===== config.mk =====
export PLATFORM = sky130hd
export DESIGN_NAME = boid_pixel_writer
export DESIGN_NICKNAME = d
export VERILOG_FILES = /design/src/rtl/boid_pixel_writer.sv
export SDC_FILE = /design/constraint.sdc
export NUM_CORES = 1
export LEC_CHECK = 0
export BUFFER_PORTS_ARGS = -buffer_cell sky130_fd_sc_hd__buf_4
export CORE_ASPECT_RATIO = 2
export CORE_UTILIZATION = 61
export DETAILED_ROUTE_END_ITERATION = 8
export PLACE_DENSITY = 0.84
export RECOVER_POWER = 100
export SLEW_MARGIN = 20
export SYNTH_ARGS = -nofsm -noshare
export SYNTH_HDL_FRONTEND = slang
export SYNTH_SLANG_ARGS = --single-unit

===== constraint.sdc =====
create_clock -name clock -period 8.89 [get_ports clock]
set_input_delay 1.778 -clock clock [delete_from_list [all_inputs] [get_ports clock]]
set_output_delay 1.778 -clock clock [all_outputs]
set_load 0.05 [all_outputs]

===== src/rtl/boid_pixel_writer.sv =====
// Erases a boid's previous pixel and draws its new one in the framebuffer.
// One position is accepted at a time; writes stall while write_allow is low.
module boid_pixel_writer #(
    parameter int VIDEO_WIDTH         = 640,
    parameter int VIDEO_HEIGHT        = 480,
    parameter int PIXEL_ADDRESS_WIDTH = 20,
    parameter int COLOR_WIDTH         = 9,
    parameter int BG_COLOR            = 0,
    parameter int BOID_COLOR          = 1
) (
    input  logic                           clock,
    input  logic                           resetn,
    input  logic                           in_valid,
    output logic                           in_ready,
    input  logic [9:0]                     in_x,
    input  logic [8:0]                     in_y,
    input  logic                           write_allow,
    output logic                           wr_en,
    output logic [PIXEL_ADDRESS_WIDTH-1:0] wr_addr,
    output logic [COLOR_WIDTH-1:0]         wr_data,
    output logic                           oob_err,
    output logic [15:0]                    draw_count,
    output logic [1:0]                     state_dbg
);

    typedef enum logic [1:0] {
        IDLE  = 2'd0,
        ADDR  = 2'd1,
        ERASE = 2'd2,
        DRAW  = 2'd3
    } state_t;

    localparam logic [10:0] X_LIMIT = 11'(VIDEO_WIDTH);
    localparam logic [9:0]  Y_LIMIT = 10'(VIDEO_HEIGHT);

    state_t                         state, state_nxt;
    logic [9:0]                     x_q;
    logic [8:0]                     y_q;
    logic [PIXEL_ADDRESS_WIDTH-1:0] addr_calc;
    logic [PIXEL_ADDRESS_WIDTH-1:0] new_addr;
    logic [PIXEL_ADDRESS_WIDTH-1:0] prev_addr;
    logic                           prev_valid;
    logic                           oob;
    logic                           accept;

    // Handshake: a position transfers on a posedge where in_valid && in_ready;
    // in_valid may be held without data loss, in_ready is high only in IDLE.
    assign in_ready  = (state == IDLE);
    assign accept    = in_valid && in_ready;
    assign state_dbg = state;

    // y*640 as y*512 + y*128, so no multiplier is needed.
    assign addr_calc = PIXEL_ADDRESS_WIDTH'(x_q)
                     + (PIXEL_ADDRESS_WIDTH'(y_q) << 9)
                     + (PIXEL_ADDRESS_WIDTH'(y_q) << 7);
    assign oob = ({1'b0, x_q} >= X_LIMIT) || ({1'b0, y_q} >= Y_LIMIT);

    always_ff @(posedge clock or negedge resetn) begin
        if (!resetn) begin
            state      <= IDLE;
            x_q        <= '0;
            y_q        <= '0;
            new_addr   <= '0;
            prev_addr  <= '0;
            prev_valid <= 1'b0;
            oob_err    <= 1'b0;
            draw_count <= '0;
        end else begin
            state <= state_nxt;
            if (accept) begin
                x_q <= in_x;
                y_q <= in_y;
            end
            if (state == ADDR) begin
                if (oob) oob_err  <= 1'b1;
                else     new_addr <= addr_calc;
            end
            if (state == DRAW && write_allow) begin
                prev_addr  <= new_addr;
                prev_valid <= 1'b1;
                if (draw_count != 16'hFFFF) draw_count <= draw_count + 16'd1;
            end
        end
    end

    always_comb begin
        state_nxt = state;
        wr_en     = 1'b0;
        wr_addr   = '0;
        wr_data   = '0;
        case (state)
            IDLE: begin
                if (accept) state_nxt = ADDR;
            end
            ADDR: begin
                if (oob)                                  state_nxt = IDLE;
                else if (prev_valid && prev_addr != addr_calc) state_nxt = ERASE;
                else                                      state_nxt = DRAW;
            end
            ERASE: begin
                if (write_allow) begin
                    wr_en     = 1'b1;
                    wr_addr   = prev_addr;
                    wr_data   = COLOR_WIDTH'(BG_COLOR);
                    state_nxt = DRAW;
                end
            end
            DRAW: begin
                if (write_allow) begin
                    wr_en     = 1'b1;
                    wr_addr   = new_addr;
                    wr_data   = COLOR_WIDTH'(BOID_COLOR);
                    state_nxt = IDLE;
                end
            end
            default: state_nxt = IDLE;
        endcase
    end

endmodule


==> impl_metrics.env <==
export IMPL_status="finished, violations left"
export IMPL_failed_checks="max-capacitance violations, max-slew violations"
export IMPL_cap_violations=2
export IMPL_r2r_end="state_dbg[0]$_DFFE_PN0P_"
export IMPL_grt_max_degree=78
export IMPL_finalMaxSlewViolations=111
export IMPL_reg2reg_from="state_dbg[0]$_DFFE_PN0P_"
export IMPL_gr_usage_all_layers_pct=28.4
export IMPL_nets=512
export IMPL_synth_warnings=0
export IMPL_grt_ovfl_total=0
export IMPL_path_common_cell="clkbuf_1"
export IMPL_antenna_found_initial=0
export IMPL_grt_pass1_vias=3382
export IMPL_drc=0
export IMPL_hpwl_um=7160
export IMPL_slowest_stage="clkbuf_1"
export IMPL_cts_root_buf="clkbuf_16"
export IMPL_fin_tns_setup_ns=0
export IMPL_grt_pass1_wl_um=16300
export IMPL_diodes=0
export IMPL_drt_wl_total_um=10100
export IMPL_crit_chain="clkbuf_1, nand2_1, inv_1, nand2_1, clkbuf_1, clkinv_1, clkbuf_1"
export IMPL_final_cells=562
export IMPL_hold_end="prev_valid$_DFFE_PN0P_"
export IMPL_end_kind="output pin"
export IMPL_async_reset_ff_share_pct=100
export IMPL_cts_resized=0
export IMPL_ys_types=60
export IMPL_layout_min_cycle_time_ns=6.21
export IMPL_die_area_um2=7670
export IMPL_hold_class="reg2reg"
export IMPL_core_area_um2=6990
export IMPL_clkLatencyLatePin_ns=0.33
export IMPL_wire_per_inst_um=18.0
export IMPL_synth_seq_cells=77
export IMPL_post_cts_buffers=0
export IMPL_h_tree_depth=3
export IMPL_whs_path_depth=1
export IMPL_required_ns=7.11
export IMPL_final_hold_violation_count=0
export IMPL_rsz0062_at_grt="no"
export IMPL_drtAntennaViolNets=0
export IMPL_ys_seq_area_share_pct=43.2
export IMPL_clock_skew_ns=0.00419
export IMPL_r2r_slack_ns=4.32
export IMPL_gp_congestion=0.921
export IMPL_drive_gt1_share_pct=15.5
export IMPL_period_share_pct=69.8
export IMPL_cts_made_buffers=9
export IMPL_postCtsHoldBufs=0
export IMPL_max_stage_delay_ns=1.05
export IMPL_io_buffers=63
export IMPL_initial_core_util_pct=63.7
export IMPL_clock_fmax_mhz=161
export IMPL_vias=3265
export IMPL_ios=73
export IMPL_die_w_um=62.4
export IMPL_cp_max_fo=22
export IMPL_firstDrtPassIters=4
export IMPL_setup_viol=0
export IMPL_maxSlewHeadroom_pct=-174
export IMPL_detail_route_vias_per_cell=5.81
export IMPL_avgSynthCellArea_um2=10.7
export IMPL_synth_edff_count=0
export IMPL_netlist_instances=415
export IMPL_netlist_area_um2=4460
export IMPL_numPlacedInstances=548
export IMPL_drtIter0Drc=183
export IMPL_setup_worst_path_start_class="primary input"
export IMPL_hold_start="prev_valid$_DFFE_PN0P_"
export IMPL_cts_sink_count=77
export IMPL_crit_type="in2out"
export IMPL_area_growth_synth_to_final_pct=12.6
export IMPL_cts_tree="built"
export IMPL_tightestPinTransition_ns=4.11
export IMPL_worstPathArrival_ns=4.43
export IMPL_synth_flop_cell="dfrtp_1"
export IMPL_clk_path_buf_depth=2
export IMPL_worstRegToRegCells=6
export IMPL_clkTransAtPathRegs_ns=0.06
export IMPL_rows=43
export IMPL_dieHeight_um=123
==> synth_stat cells (4+ instances only) <==
| master | n | area [µm²] |
|---|---|---|
| mux2_1 | 14 | 158 |
| ha_1 | 18 | 225 |
| nor3_1 | 7 | 35.0 |
| mux2i_1 | 21 | 210 |
| buf_1 | 5 | 18.8 |
| buf_4 | 10 | 75.1 |
| xor2_1 | 21 | 184 |
| clkbuf_1 | 7 | 26.3 |
| nand3_1 | 10 | 50.1 |
| inv_1 | 14 | 52.6 |
| mux2_2 | 31 | 349 |
| nand4_1 | 11 | 68.8 |
| dfrtp_1 | 77 | 1930 |
| nand2_1 | 27 | 101 |
| nor2_1 | 29 | 109 |
| xnor2_1 | 20 | 175 |
| o21ai_1 | 4 | 20.0 |
| buf_2 | 6 | 30.0 |
| a21oi_1 | 8 | 40.0 |
| o21ai_0 | 17 | 85.1 |
| nand2b_1 | 4 | 25.0 |
==> worst max-delay path: cells and delay by family <==
family	cells	cell delay (ns)
buf+inv	5	1.94
simple gates	2	0.70
==> layout by cell type (no fill, tap or decap), types with 2 or more instances in the layout <==
cell       instances
and2_0             2
conb_1             9
mux2_2            31
clkbuf_16          9
xor2_1            21
a31oi_1            3
nand4_1           12
mux2_1            14
nor2_1            29
clkbuf_8           2
o21ai_1            2
o2111ai_1          2
nand2_1           27
nor3_1             7
and4_1             3
xnor2_1           20
nor2b_1            2
nand3_1           11
clkbuf_1          45
buf_4             20
a211oi_1           2
and3_1             2
fa_1               2
nor4_1             2
a21oi_1            8
a21o_1             2
nand2b_1           4
mux2i_1           21
nand3b_1           2
dfrtp_1           77
o21ai_0           19
inv_1             14
ha_1              18
==> layout make-up <==
class	count	area (µm²)
clock buffer	11	253
clock inverter	3	46.3
fill	558	1980
inverter	16	60.1
multi-input combinational	300	2300
sequential	77	1930
tap	90	113
timing repair buffer	65	319
==> worst max path at each step <==
stage | cells after the start | slack (ns) | from | endpoint
2_1_floorplan | 4 | 4.16 | write_allow | wr_addr[10]
3_3_place_gp | 7 | 3.68 | write_allow | wr_data[0]
3_5_place_dp | 7 | 3.65 | write_allow | wr_data[0]
4_1_cts | 7 | 3.66 | write_allow | wr_data[0]
5_1_grt | 7 | 2.40 | write_allow | wr_data[0]
6_report | 7 | 2.68 | write_allow | wr_data[0]
==> state kept, by name (all words and copies together) (netlist names), named ones only <==
signal,cells
state_dbg,1
y_q,9
draw_count,16
prev_valid,1
new_addr,19
prev_addr,19
x_q,10
oob_err,1
==> metrics by stage <==
step / setup WS (ns) / hold slack [ns] / cell area [µm²] / utilization (%)
2_1_floorplan: 4.16 / 0.436 / 4490 / -
3_3_place_gp: 3.68 / 0.459 / 4910 / 70.3
3_5_place_dp: 3.65 / 0.475 / 4910 / 70.3
4_1_cts: 3.66 / 0.480 / 5210 / 74.5
5_1_grt: 2.40 / 0.514 / 5020 / 71.7
6_report: 2.68 / 0.483 / 5020 / 71.7
==> routing by layer <==
metal	vias to the layer above	routed length (µm)	global-route usage, %
met3	24	319	3.81
met5	-	0	0
met1	1621	3540	28.4
li1	1537	-	-
met4	0	344	17.7
met2	83	5890	54.3
==> kinds of logic after synthesis <==
kind of cell / synth area share, %
AO/OA/AOI/OAI: 7.27
XOR/XNOR: 8.42
adder cells (fa/ha/maj): 5.95
buffers and inverters: 5.22
flip-flops: 43.2
multiplexers: 16.1
other: 0.0842
AND/OR/NAND/NOR: 13.7
Power is left out: the tool's default activity adds up to more than one toggle a clock period on the data nets, which glitch-free logic cannot reach.
